`config.mk`:
```
export PLATFORM = sky130hd
export DESIGN_NAME = conv_acc_sched_flat
export DESIGN_NICKNAME = d
export VERILOG_FILES = /design/src/rtl/conv_acc_sched_if.sv /design/src/rtl/conv_acc_sched.sv /design/src/flat_wrapper.sv
export SDC_FILE = /design/constraint.sdc
export NUM_CORES = 1
export LEC_CHECK = 0
export BUFFER_PORTS_ARGS = -buffer_cell sky130_fd_sc_hd__buf_2
export CORE_ASPECT_RATIO = 0.5
export CORE_MARGIN = 1
export CORE_UTILIZATION = 65
export CTS_CLUSTER_DIAMETER = 40
export CTS_CLUSTER_SIZE = 16
export DETAILED_ROUTE_END_ITERATION = 8
export PLACE_DENSITY = 0.85
export SYNTH_ARGS = -nofsm -noshare
export SYNTH_HDL_FRONTEND = slang
export SYNTH_SLANG_ARGS = --single-unit
export TNS_END_PERCENT = 100
```
`constraint.sdc`:
```
create_clock -name clk -period 8.4 [get_ports clk]
set_clock_uncertainty 0.1 [all_clocks]
set_input_delay 1.68 -clock clk [delete_from_list [all_inputs] [get_ports clk]]
set_output_delay 1.68 -clock clk [all_outputs]
set_load 0.005 [all_outputs]
```
`src/rtl/conv_acc_sched_if.sv`:
```
// Window/tree-sum and output-pixel handshake bundle for the conv_acc_sched sequencer.
// The master side is the upstream window source, adder tree and downstream sink.
interface conv_acc_sched_if #(
  parameter int WIDTH = 9
);
  logic                      win_valid;
  logic                      win_ready;
  logic signed [2*WIDTH-1:0] tree_sum;
  logic                      out_valid;
  logic                      out_ready;
  logic signed [2*WIDTH-1:0] out_data;
  logic                      out_last;

  modport master (
    output win_valid, tree_sum, out_ready,
    input  win_ready, out_valid, out_data, out_last
  );

  modport slave (
    input  win_valid, tree_sum, out_ready,
    output win_ready, out_valid, out_data, out_last
  );
endinterface

```
`src/rtl/conv_acc_sched.sv`:
```
// Sequencer for the 3x3 convolution datapath: credit-gated window issue, token tracking
// through the fixed-latency adder tree, channel accumulation and an output FIFO.
// Build option CONV_ACC_SAT_EN selects a saturating accumulator with a sticky clamp flag.
module conv_acc_sched #(
  parameter int WIDTH     = 9,
  parameter int TREE_LAT  = 4,
  parameter int OUT_DEPTH = 4
) (
  input  logic              clk,
  input  logic              rst_n,
  input  logic              cfg_start,
  input  logic [7:0]        cfg_channels,
  input  logic [15:0]       cfg_pixels,
  conv_acc_sched_if.slave   bus,
  output logic              busy,
  output logic              done
);
  localparam int DW = 2 * WIDTH;
  localparam int PW = $clog2(OUT_DEPTH);

  typedef logic signed [DW-1:0] data_t;
  typedef enum logic [1:0] {IDLE, RUN, DRAIN} state_t;
  typedef struct packed {
    logic valid;
    logic first_ch;
    logic last_ch;
    logic last_px;
  } token_t;

  state_t        state, state_n;
  logic [7:0]    ch_r, ch_cnt;
  logic [15:0]   px_r, px_cnt;
  token_t        pipe [TREE_LAT];
  token_t        tok_in, tok_out;
  data_t         acc, acc_next;
  data_t         mem_data [OUT_DEPTH];
  logic          mem_last [OUT_DEPTH];
  logic [PW-1:0] wr_ptr, rd_ptr, rd_ptr_n;
  logic [PW:0]   count, count_left, count_n;
  data_t         head_data, out_data_r;
  logic          head_last, out_last_r, out_valid_r;
  logic          win_ready_c, accept, push, pop, start_ok, pipe_empty, drain_empty;
  int            pend;

  assign start_ok      = (state == IDLE) && cfg_start;
  assign accept        = bus.win_valid && win_ready_c;
  assign pop           = out_valid_r && bus.out_ready;
  assign tok_out       = pipe[TREE_LAT-1];
  assign push          = tok_out.valid && tok_out.last_ch;
  assign drain_empty   = pipe_empty && (count == '0);
  assign bus.win_ready = win_ready_c;
  assign bus.out_valid = out_valid_r;
  assign bus.out_data  = out_data_r;
  assign bus.out_last  = out_last_r;

  // NOTE: every variable written in an always_comb gets a default first, so no path can infer a latch.
  always_comb begin
    tok_in          = '0;
    tok_in.valid    = accept;
    tok_in.first_ch = (ch_cnt == 8'd0);
    tok_in.last_ch  = (ch_cnt == ch_r - 8'd1);
    tok_in.last_px  = (ch_cnt == ch_r - 8'd1) && (px_cnt == px_r - 16'd1);
  end

  // Results already committed to the tree but not yet in the FIFO hold a credit each.
  always_comb begin
    pend       = 0;
    pipe_empty = 1'b1;
    for (int i = 0; i < TREE_LAT; i++) begin
      if (pipe[i].valid) begin
        pipe_empty = 1'b0;
        if (pipe[i].last_ch) pend++;
      end
    end
  end

  // NOTE: state registers use non-blocking assignments so every flop samples pre-edge values.
  always_ff @(posedge clk or negedge rst_n) begin
    if (!rst_n) state <= IDLE;
    else        state <= state_n;
  end

  always_comb begin
    state_n = state;
    case (state)
      IDLE:    if (cfg_start) state_n = RUN;
      RUN:     if (accept && tok_in.last_px) state_n = DRAIN;
      DRAIN:   if (drain_empty) state_n = IDLE;
      default: state_n = IDLE;
    endcase
  end

  always_comb begin
    busy        = (state != IDLE);
    done        = (state == DRAIN) && drain_empty;
    win_ready_c = (state == RUN) && (int'(count) + pend < OUT_DEPTH);
  end

  always_ff @(posedge clk or negedge rst_n) begin
    if (!rst_n) begin
      ch_r   <= 8'd1;
      px_r   <= 16'd1;
      ch_cnt <= '0;
      px_cnt <= '0;
    end else if (start_ok) begin
      ch_r   <= (cfg_channels == 8'd0) ? 8'd1 : cfg_channels;
      px_r   <= (cfg_pixels == 16'd0) ? 16'd1 : cfg_pixels;
      ch_cnt <= '0;
      px_cnt <= '0;
    end else if (accept) begin
      if (tok_in.last_ch) begin
        ch_cnt <= '0;
        px_cnt <= px_cnt + 16'd1;
      end else begin
        ch_cnt <= ch_cnt + 8'd1;
      end
    end
  end

  always_ff @(posedge clk or negedge rst_n) begin
    if (!rst_n) begin
      for (int i = 0; i < TREE_LAT; i++) pipe[i] <= '0;
    end else begin
      pipe[0] <= tok_in;
      for (int i = 1; i < TREE_LAT; i++) pipe[i] <= pipe[i-1];
    end
  end

`ifdef CONV_ACC_SAT_EN
  logic signed [DW:0] sum_wide;
  logic               clamp, sat_flag;

  // One guard bit exposes overflow; the top two bits disagree exactly when the add left range.
  always_comb begin
    sum_wide = (tok_out.first_ch ? '0 : {acc[DW-1], acc}) + {bus.tree_sum[DW-1], bus.tree_sum};
    clamp    = (sum_wide[DW] != sum_wide[DW-1]);
    acc_next = sum_wide[DW-1:0];
    if (clamp) acc_next = sum_wide[DW] ? {1'b1, {(DW-1){1'b0}}} : {1'b0, {(DW-1){1'b1}}};
  end

  always_ff @(posedge clk or negedge rst_n) begin
    if (!rst_n)                      sat_flag <= 1'b0;
    else if (start_ok)               sat_flag <= 1'b0;
    else if (tok_out.valid && clamp) sat_flag <= 1'b1;
  end
`else
  always_comb begin
    acc_next = tok_out.first_ch ? bus.tree_sum : acc + bus.tree_sum;
  end
`endif

  always_ff @(posedge clk or negedge rst_n) begin
    if (!rst_n)             acc <= '0;
    else if (tok_out.valid) acc <= acc_next;
  end

  // NOTE: FIFO storage is not reset; the cleared pointers and count make stale contents unreachable.
  always_ff @(posedge clk) begin
    if (push) begin
      mem_data[wr_ptr] <= acc_next;
      mem_last[wr_ptr] <= tok_out.last_px;
    end
  end

  // The registered head is loaded with whatever entry will sit at the read pointer next cycle.
  always_comb begin
    rd_ptr_n   = rd_ptr + PW'(pop);
    count_left = count - (PW+1)'(pop);
    count_n    = count_left + (PW+1)'(push);
    head_data  = '0;
    head_last  = 1'b0;
    if (count_left == '0) begin
      if (push) begin
        head_data = acc_next;
        head_last = tok_out.last_px;
      end
    end else begin
      head_data = mem_data[rd_ptr_n];
      head_last = mem_last[rd_ptr_n];
    end
  end

  always_ff @(posedge clk or negedge rst_n) begin
    if (!rst_n) begin
      wr_ptr      <= '0;
      rd_ptr      <= '0;
      count       <= '0;
      out_valid_r <= 1'b0;
      out_data_r  <= '0;
      out_last_r  <= 1'b0;
    end else begin
      if (push) wr_ptr <= wr_ptr + PW'(1);
      rd_ptr      <= rd_ptr_n;
      count       <= count_n;
      out_valid_r <= (count_n != '0);
      out_data_r  <= head_data;
      out_last_r  <= head_last;
    end
  end
endmodule

```
`src/flat_wrapper.sv`:
```
// flat-port wrapper written by rule: the top's interface ports become plain ports
module conv_acc_sched_flat 
#(
  parameter int WIDTH     = 9,
  parameter int TREE_LAT  = 4,
  parameter int OUT_DEPTH = 4
)
  (clk, rst_n, cfg_start, cfg_channels, cfg_pixels, busy, done, bus_win_valid, bus_tree_sum, bus_out_ready, bus_win_ready, bus_out_valid, bus_out_data, bus_out_last);
  conv_acc_sched_if #(.WIDTH(WIDTH)) bus_i ();
  input  logic clk;
  input  logic rst_n;
  input  logic cfg_start;
  input  logic [7:0] cfg_channels;
  input  logic [15:0] cfg_pixels;
  output logic busy;
  output logic done;
  input wire logic [$bits(bus_i.win_valid)-1:0] bus_win_valid;
  input wire logic [$bits(bus_i.tree_sum)-1:0] bus_tree_sum;
  input wire logic [$bits(bus_i.out_ready)-1:0] bus_out_ready;
  output wire logic [$bits(bus_i.win_ready)-1:0] bus_win_ready;
  output wire logic [$bits(bus_i.out_valid)-1:0] bus_out_valid;
  output wire logic [$bits(bus_i.out_data)-1:0] bus_out_data;
  output wire logic [$bits(bus_i.out_last)-1:0] bus_out_last;
  assign bus_i.win_valid = bus_win_valid;
  assign bus_i.tree_sum = bus_tree_sum;
  assign bus_i.out_ready = bus_out_ready;
  assign bus_win_ready = bus_i.win_ready;
  assign bus_out_valid = bus_i.out_valid;
  assign bus_out_data = bus_i.out_data;
  assign bus_out_last = bus_i.out_last;
  conv_acc_sched #(.WIDTH(WIDTH), .TREE_LAT(TREE_LAT), .OUT_DEPTH(OUT_DEPTH)) u_core (.clk(clk), .rst_n(rst_n), .cfg_start(cfg_start), .cfg_channels(cfg_channels), .cfg_pixels(cfg_pixels), .bus(bus_i), .busy(busy), .done(done));
endmodule
```
# [After elaboration in Yosys (flattened, before gate mapping)]
# Memories as Yosys holds them, arrays and structs flattened.
# Cells that the tools add are included.
[totals] regBits=111 ram_bits=76 out_inout_bits=23 mem_count=2
[classes] add_sub_neg=13 magnitude_cmp=1 n_eq_ne=7 mux=31 n_reduce_logical=21
[mem_list] name="u_core.mem_data" words=4 width=18 rd=1 rd_clocked_by_memory_dff=0 write_ports=1 line_no="conv_acc_sched.sv:36" source="data_t mem_data [OUT_DEPTH];"
[mem_list] name="u_core.mem_last" words=4 width=1 rd=1 rd_clocked_by_memory_dff=0 write_ports=1 line_no="conv_acc_sched.sv:37" source="logic mem_last [OUT_DEPTH];"
[op_table] cell="two-way mux 32 bit" count=6
[op_table] cell="adder 32 x 2 -> 32 bit (second input constant)" count=2
[op_table] cell="two-way mux 16 bit" count=4
[op_table] cell="two-way mux 18 bit" count=3
[op_table] cell="adder 4 x 32 -> 32 bit" count=1
[op_table] cell="< comparator 32 x 4 -> 1 bit (second input constant)" count=1
[op_table] cell="two-way mux 8 bit" count=4
[op_table] cell="adder 18 bit" count=1
[op_table] cell="adder 16 x 1 -> 16 bit (second input constant)" count=1
[op_table] cell="equality test 16 bit" count=1
[op_table] cell="logical NOT 16 bit" count=1
[op_table] cell="logical NOT 8 bit" count=2
[op_table] cell="subtractor 16 x 1 -> 16 bit (second input constant)" count=1
[op_table] cell="two-way mux 1 bit" count=10
[op_table] cell="logical AND 1 bit" count=9
[op_table] cell="adder 8 x 1 -> 8 bit (second input constant)" count=1
[op_table] cell="equality test 8 bit" count=1
[op_table] cell="subtractor 8 x 1 -> 8 bit (second input constant)" count=1
[op_table] cell="logical NOT 3 bit" count=2
[op_table] cell="two-way mux 2 bit" count=3
[op_table] cell="one-hot mux 2 bit (3 select lines)" count=1
[op_table] cell="nonzero test 2 bit" count=3
[op_table] cell="!= test 2 x 1 -> 1 bit (second input constant)" count=2
[op_table] cell="adder 3 x 1 -> 3 bit" count=1
[op_table] cell="other kinds (11)" count=11

# [Logic depth before layout (Yosys ltp)]
# Gate-level depths: netlist of the first run.
[depth] ltp_word=18 depth_mapped=22 ltp_nobuf=20

# [Worst setup path before layout of the first run]
# No wires, ideal clock.
[synth_timing] path_type="reg2out" from="reg u_core.pipe[15] in the netlist's numbering" to="out bus_win_ready" t_arrival_ns=2.550 t_required_ns=6.620 slack_ns=4.070 path_stages_with_launch=17 path_cell_list="dfrtp_1 -> nand2_1 -> inv_1 -> ha_1 -> nand2_1 -> o21ai_1 -> ha_1 -> nand3_1 -> nand2_1 -> ha_1 -> nor2_1 -> a31oi_1 -> ha_1 -> nand2_1 -> o22a_1 -> o21ai_0 -> inv_1"
[synth_via] elab_chain_len=13
[synth_rtl] item="from (decl)" line_no="conv_acc_sched.sv:33" source="token_t pipe [TREE_LAT];"
[synth_rtl] item="two-way mux 1 bit *" line_no="conv_acc_sched.sv:70" source="if (pipe[i].valid) begin"
[synth_rtl] item="adder 1 x 1 -> 2 bit" line_no="conv_acc_sched.sv:72" source="if (pipe[i].last_ch) pend++;"
[synth_rtl] item="two-way mux 32 bit" line_no="conv_acc_sched.sv:72"
[synth_rtl] item="two-way mux 32 bit *" line_no="conv_acc_sched.sv:70"
[synth_rtl] item="adder 32 x 2 -> 32 bit" line_no="conv_acc_sched.sv:72"
[synth_rtl] item="two-way mux 32 bit" line_no="conv_acc_sched.sv:72"
[synth_rtl] item="two-way mux 32 bit *" line_no="conv_acc_sched.sv:70"
[synth_rtl] item="adder 32 x 2 -> 32 bit" line_no="conv_acc_sched.sv:72"
[synth_rtl] item="two-way mux 32 bit" line_no="conv_acc_sched.sv:72"
[synth_rtl] item="two-way mux 32 bit *" line_no="conv_acc_sched.sv:70"
[synth_rtl] item="adder 4 x 32 -> 32 bit *" line_no="conv_acc_sched.sv:96" source="win_ready_c = (state == RUN) && (int'(count) + pend < OUT_DEPTH);"
[synth_rtl] item="< comparator 32 x 4 -> 1 bit *" line_no="conv_acc_sched.sv:96"
[synth_rtl] item="logical AND 1 bit *" line_no="conv_acc_sched.sv:96"
[synth_rtl] item="to (decl)" line_no="flat_wrapper.sv:20" source="output wire logic [$bits(bus_i.win_ready)-1:0] bus_win_ready;"
# Mark *: on every way between the ends. The rest lies on a longest branch, timed or not.

# [Worst setup path in the final report of the first run]
# Same ends and word-level chain as after synthesis.

==> impl_metrics.ini, run 1 <==
[yosys]
yosysMostFrequentCell = nand2_1
synth_top_flop_cell = dfrtp_1
synth_seq_area_share_pct = 53.9
synth_top_area_cell = dfrtp_1
synth_enable_flop_cells = 76
synthTopCellsByArea = dfrtp_1, edfxtp_1, ha_1
synth_fp_nets = 932
syn-cell-area_mm2 = 0.00940
ys_types = 66
avgSynthCellArea_um2 = 11.1
synth_seq_cells = 187
yosysWarnings = 0
ys_top_cells_by_count = nand2_1, dfrtp_1, edfxtp_1
async_flop_share_pct = 59.4
synth_top_area_share_pct = 29.0
synth_cells = 848

[route]
routed_wl_um = 20900
vias = 6964
viasPerCell = 6.24
initialDrtViolationCount = 820
antenna_left = 0
drc = 0
firstDrtPassIters = 5
post_drt_wl_per_cell_um = 18.7

[die]
die_w_um = 172
die_h_um = 87.0
initial_core_util_pct = 68.0
ios = 70
core_mm2 = 0.0138
row_count = 30
die-area_mm2 = 0.0150

[global_routing]
grt-ovfl-total = 0
track_usage_pct = 29.9
antenna_found_initial = 0
grt_pass1_wl_um = 33900
grt_max_degree = 65
grt_pass1_vias = 6809

[min_path]
hold_depth = 0
min_to = u_core.pipe[8]
min_from = u_core.pipe[12]
hold_path_class = reg -> reg

[clock_tree]
cts_buffers = 17
cts_tree = done
hold_buffers = 0
cts_setup_buffers = 0
cts_resized = 0
cts.htree.levels = 4
clk_pin_slew_worst_paths_ps = 80
clock_latency_ps = 440
clockBufferDepth = 2
cts.sinks = 187
root_buffer = clkbuf_16

[sta]
finalSetupTns_ps = 0
slew_headroom_pct = 25.1
setup_slack_ps = 3200
maxSlewViolCount = 0
worst_slew_pin_slew_ps = 1120
whs_ps = 255
setup_viol = 0
rsz0062_at_grt = false
fmax_ghz = 0.192
layout_min_cycle_time_ps = 5200
fin_crit_sh_pct = 61.9
hold_violations = 0

[placed_design]
dpl.hpwl_um = 13500
portBuffers = 69
gp_congestion = 0.882
placed_cells = 1084
place_ws_ps = 3570

[status]
status = finished clean

[power_and_ir_drop]
power_frac_comb_pct = 37.5
p_seq_share_pct = 38.3
swShare_pct = 37.7
intPower_uw = 2150
vdd_drop_max_uv = 181
p_leak_uw = 0.00447
power_density_mw_per_mm2 = 328
switchingPower_uw = 1300
clockPowerShare_pct = 24.2

[setup_path]
start_kind = flop
crit_chain = nand2_1 > inv_1 > ha_1 > nand2_1 > o21ai_1 > ha_1 > nand3_1 > nand2_1 > ha_1 > nor2_1 > a31oi_1 > ha_1 > nand2_1 > o22a_1 > o21ai_0 > inv_1 > buf_2
reg2reg_slack_ps = 3530
r2r-end = u_core.px_cnt[15]
end_kind = output port
required_ps = 6620
critPathArrivalTime_ps = 3420
worstReg2RegStart = u_core.pipe[15]
path_class = reg -> out
cp_slowest_cell = dfrtp_1
reg2reg_depth = 19
cpPeakStageDelay_ps = 410
cp_max_fo = 5

[layout]
drive_gt1_share_pct = 16.3
layout.nets = 995
diodes = 0
syn2layout_area_growth_pct = 12.2
final_cells = 1116

[run]
drv_cap = 0
==> flip-flops by register name, indices dropped and copies added, names as in the netlist, 4 cells and up <==
register	flops
u_core.px_r	16
u_core.px_cnt	16
u_core.acc	18
u_core.bus.out_data	18
u_core.ch_cnt	8
u_core.mem_data	72
u_core.ch_r	8
u_core.mem_last	4
u_core.pipe	16
==> through the flow <==
step           power [uW]  cell area, um^2  util (%)
4_1_cts              3450            10500      76.3
5_1_grt              3650            10500      76.3
6_report             3460            10500      76.3
3_5_place_dp         2600             9910      71.8
3_3_place_gp         2520             9910      71.8
2_1_floorplan        2230             9400         -
==> critical path, delay by kind of cell, from the launching register on <==
kind | cells | cell delay (ps)
buf+inv | 3 | 210
simple gates | 6 | 490
fa+ha+maj | 4 | 1200
compound gates | 4 | 690
flops | 1 | 410
==> metal layers <==
metal | up-vias | global-route usage (%) | routed length (um)
li1 | 3256 | - | -
met4 | 0 | 9.98 | 424
met1 | 3396 | 38.0 | 8790
met2 | 264 | 52.4 | 10400
met3 | 48 | 5.32 | 1270
met5 | - | 0 | 0
==> logic make-up after synthesis <==
kind of cell	Yosys count	share of synthesized area, %
buffers and inverters	76	3.13
adder cells (fa/ha/maj)	37	5.01
AO/OA/AOI/OAI	181	12.6
XOR/XNOR	40	3.73
flip-flops	187	53.9
multiplexers	36	6.52
AND/OR/NAND/NOR	291	15.1
==> cell usage in the layout, fill, tap and decap left out, types with 19 or more instances in the layout <==
cell type | netlist | final
a21oi_1 | 41 | 41
nor2_1 | 51 | 51
xnor2_1 | 26 | 26
nand2_1 | 117 | 117
edfxtp_1 | 76 | 76
inv_1 | 43 | 43
ha_1 | 36 | 36
o21ai_0 | 55 | 55
nand3_1 | 19 | 19
buf_2 | 1 | 68
mux4_2 | 19 | 19
dfrtp_1 | 109 | 109
==> power by group through the flow <==
stage | Clock [uW] | Sequential, uW | Combinational [uW]
floorplan | 0 | 1300 | 936
global placement | 0 | 1330 | 1190
detailed placement | 0 | 1340 | 1260
CTS | 843 | 1320 | 1280
global route | 882 | 1340 | 1430
finish | 837 | 1320 | 1300
==> how the worst max path moves through the flow <==
stage	from	to	slack, ps	cells past startpoint
after detailed placement	bus_tree_sum[0]	u_core.acc[16]	3570	10
after global placement	bus_tree_sum[0]	u_core.acc[16]	3730	10
after floorplan	u_core.pipe[15]	bus_win_ready	4070	16
after global routing	u_core.pipe[15]	bus_win_ready	2910	17
final	u_core.pipe[15]	bus_win_ready	3200	17
after CTS	u_core.pipe[15]	bus_win_ready	3180	17
==> area by class of cell <==
type | instances | area (um^2)
Inverter | 45 | 169
Sequential cell | 187 | 5060
Tap cell | 192 | 240
Clock inverter | 15 | 204
Multi-Input combinational cell | 585 | 4050
Timing Repair Buffer | 75 | 393
Clock buffer | 17 | 425
Fill cell | 874 | 3270
Power figures use the tool's default switching activity.
==> run 2: changes to the inputs <==
ABC_AREA = 1   (was default)
CORE_UTILIZATION = 55   (was 65)
PLACE_DENSITY = 0.77   (was 0.85)
clock period = 4.44 ns   (was 8.4 ns; I/O delays follow)
==> run 2 against run 1 <==
  * Sequential power up 120%
  * Power increased by 130%
  * Setup slack worse by 3000 ps
  * Wire length is 11% higher
  * Sequential share of layout area fell by 2.1 points
  * Clock-buffer cell count is the same
  * Register-to-register slack got worse by 2700 ps
  * Via count up 14%
  * Cell area up 4.6%
  * Largest cell class unchanged
==> impl_metrics.ini, run 2 <==
[power_and_ir_drop]
power_frac_comb_pct = 45.1
swShare_pct = 44.3
intPower_uw = 4450
clockPowerShare_pct = 18.7
total_power_uw = 8000
vdd_drop_max_uv = 341
p_leak_uw = 0.00520
p_seq_share_pct = 36.2
power_density_mw_per_mm2 = 725
switchingPower_uw = 3540

[setup_path]
cp_max_fo = 3
critPathArrivalTime_ps = 3260
path_class = reg -> out
start_kind = flop
end_kind = output port
required_ps = 3450

[layout]
largest_register = u_core.mem_data
diodes = 0
drive_gt1_share_pct = 11.8
fillers = 1496
final_common_cell = nand2_1
multi_input_area_mm2 = 0.00417
finalInstanceArea_mm2 = 0.0110
largest_reg_flops = 72
layout_common_cells = nand2_1, inv_1, nand3_1
layout.nets = 1299
syn2layout_area_growth_pct = 12.0
seq_area_mm2 = 0.00506

[sta]
setup_viol = 0
rsz0062_at_grt = false
fmax_ghz = 0.235
finalSetupTns_ps = 0
setup_slack_ps = 193
hold_violations = 0
maxSlewViolCount = 0
layout_min_cycle_time_ps = 4250
whs_ps = 251
slew_headroom_pct = 38.6
worst_slew_pin_slew_ps = 911
fin_crit_sh_pct = 95.7

[global_routing]
grt_pass1_wl_um = 37300
grt_pass1_vias = 7461
track_usage_pct = 26.5
antenna_found_initial = 0
grt_max_degree = 61
grt-ovfl-total = 0

[clock_tree]
clock_latency_ps = 440
hold_buffers = 0
cts_buffers = 17
clockBufferDepth = 2
cts.htree.levels = 4
cts_tree = done
clk_pin_slew_worst_paths_ps = 70
cts.sinks = 187
root_buffer = clkbuf_16

[yosys]
yosysMostFrequentCell = nand2_1
synth_top_flop_cell = dfrtp_1
async_flop_share_pct = 59.4
yosysWarnings = 0
synthTopCellsByArea = dfrtp_1, edfxtp_1, nand2_1
synth_seq_area_share_pct = 51.4
syn-cell-area_mm2 = 0.00984
synth_seq_cells = 187
synth_enable_flop_cells = 76
ys_top_cells_by_count = nand2_1, inv_1, nand3_1
ys_types = 48
synth_cells = 1144
avgSynthCellArea_um2 = 8.60
synth_fp_nets = 1228
synth_top_area_cell = dfrtp_1
synth_top_area_share_pct = 27.7

[placed_design]
dpl.hpwl_um = 16200
portBuffers = 69
place_ws_ps = 610
gp_congestion = 0.886
dpl_cell_area_mm2 = 0.0104

[route]
viasPerCell = 5.44
routed_wl_um = 23200
initialDrtViolationCount = 589
drc = 0
post_drt_wl_per_cell_um = 15.9
vias = 7954
firstDrtPassIters = 5
antenna_left = 0

[die]
ios = 70
row_count = 34
die_w_um = 191
initial_core_util_pct = 56.4
core_mm2 = 0.0174
die-area_mm2 = 0.0185
die_h_um = 96.6

[run]
drv_cap = 0

[status]
status = finished clean

[min_path]
hold_path_class = reg -> reg
==> run 2: changes by cell type after synthesis, moves of 19 or more <==
cell | previous run | this run
nand2_1 | 117 | 298
nand3_1 | 19 | 110
inv_1 | 43 | 119
nor2_1 | 51 | 92
o21ai_1 | 1 | 27
mux4_2 | 19 | 0
==> run 2: cells by family after synthesis <==
group                      count (synthesis)  synth area share [%]
AOI/OAI and AO/OA                        133                  7.18
xor gates and xnor gates                  47                  4.18
adders and majority gates                 37                  4.78
buffers and inverters                    159                  6.32
DFF                                      187                  51.4
muxes                                      3                 0.305
and+or+nand+nor                          578                  25.8
==> run 2: final cells by class <==
cell class / instances / share of cell area (%)
Clock inverter: 15 / 1.32
Tap cell: 234 / 2.66
Sequential cell: 187 / 45.9
Timing Repair Buffer: 83 / 4.11
Inverter: 128 / 4.36
Multi-Input combinational cell: 798 / 37.8
Clock buffer: 17 / 3.86
==> run 2: path summary, 6_finish.rpt <==
path | startpoint | to | slack, ps | cells after the start
worst max-delay path | u_core.pipe[13] | bus_win_ready | 190 | 18
worst min-delay path | u_core.pipe[12] | u_core.pipe[8] | 250 | 0
worst max register to register | u_core.pipe[13] | u_core.px_cnt[9] | 850 | 21
worst min register to register | u_core.pipe[12] | u_core.pipe[8] | 250 | 0
max in group asynchronous | rst_n | u_core.bus.out_data[7] | 2950 | 2
min in group asynchronous | rst_n | u_core.acc[14] | 400 | 1
==> run 2: worst max-delay path, stage by stage, from the launching register on <==
cell	delay, ps
dfrtp_1	400
nand2_1	100
inv_1	50
ha_1	280
nand2_1	100
nand2_1	70
ha_1	290
nand2_1	80
o21ai_1	100
ha_1	220
nand2_1	80
xor2_1	180
ha_1	270
nor4_2	220
nand2_1	100
inv_2	80
nand2_1	50
inv_1	40
buf_2	100
==> run 2: stage by stage <==
stage / std cells / utilization (%)
2_1_floorplan: 1144 / -
3_3_place_gp: 1429 / 59.9
6_report: 1462 / 63.2
4_1_cts: 1461 / 63.1
3_5_place_dp: 1429 / 59.9
5_1_grt: 1462 / 63.2
==> run 2: power by group through the flow <==
stage | clock network, uW | registers, uW | logic, uW
6_report | 1500 | 2890 | 3600
5_1_grt | 1590 | 2950 | 4110
4_1_cts | 1520 | 2890 | 3590
3_5_place_dp | 0 | 2910 | 3560
3_3_place_gp | 0 | 2900 | 3440
2_1_floorplan | 0 | 2760 | 2660
==> run 2: repair_timing <==
item | CTS | global route
hold endpoints to repair | 0 | 0
buffers inserted | 0 | 1
setup endpoints to repair | 0 | 1
gates resized for setup | 0 | 2
==> run 2: per-layer routing <==
layer	vias up	track usage, %	share of wire (%)
met5	-	0	0
met4	0	7.34	1.4
met3	26	4.95	6.0
met2	248	45.0	47
met1	3750	35.4	46
li1	3930	-	-
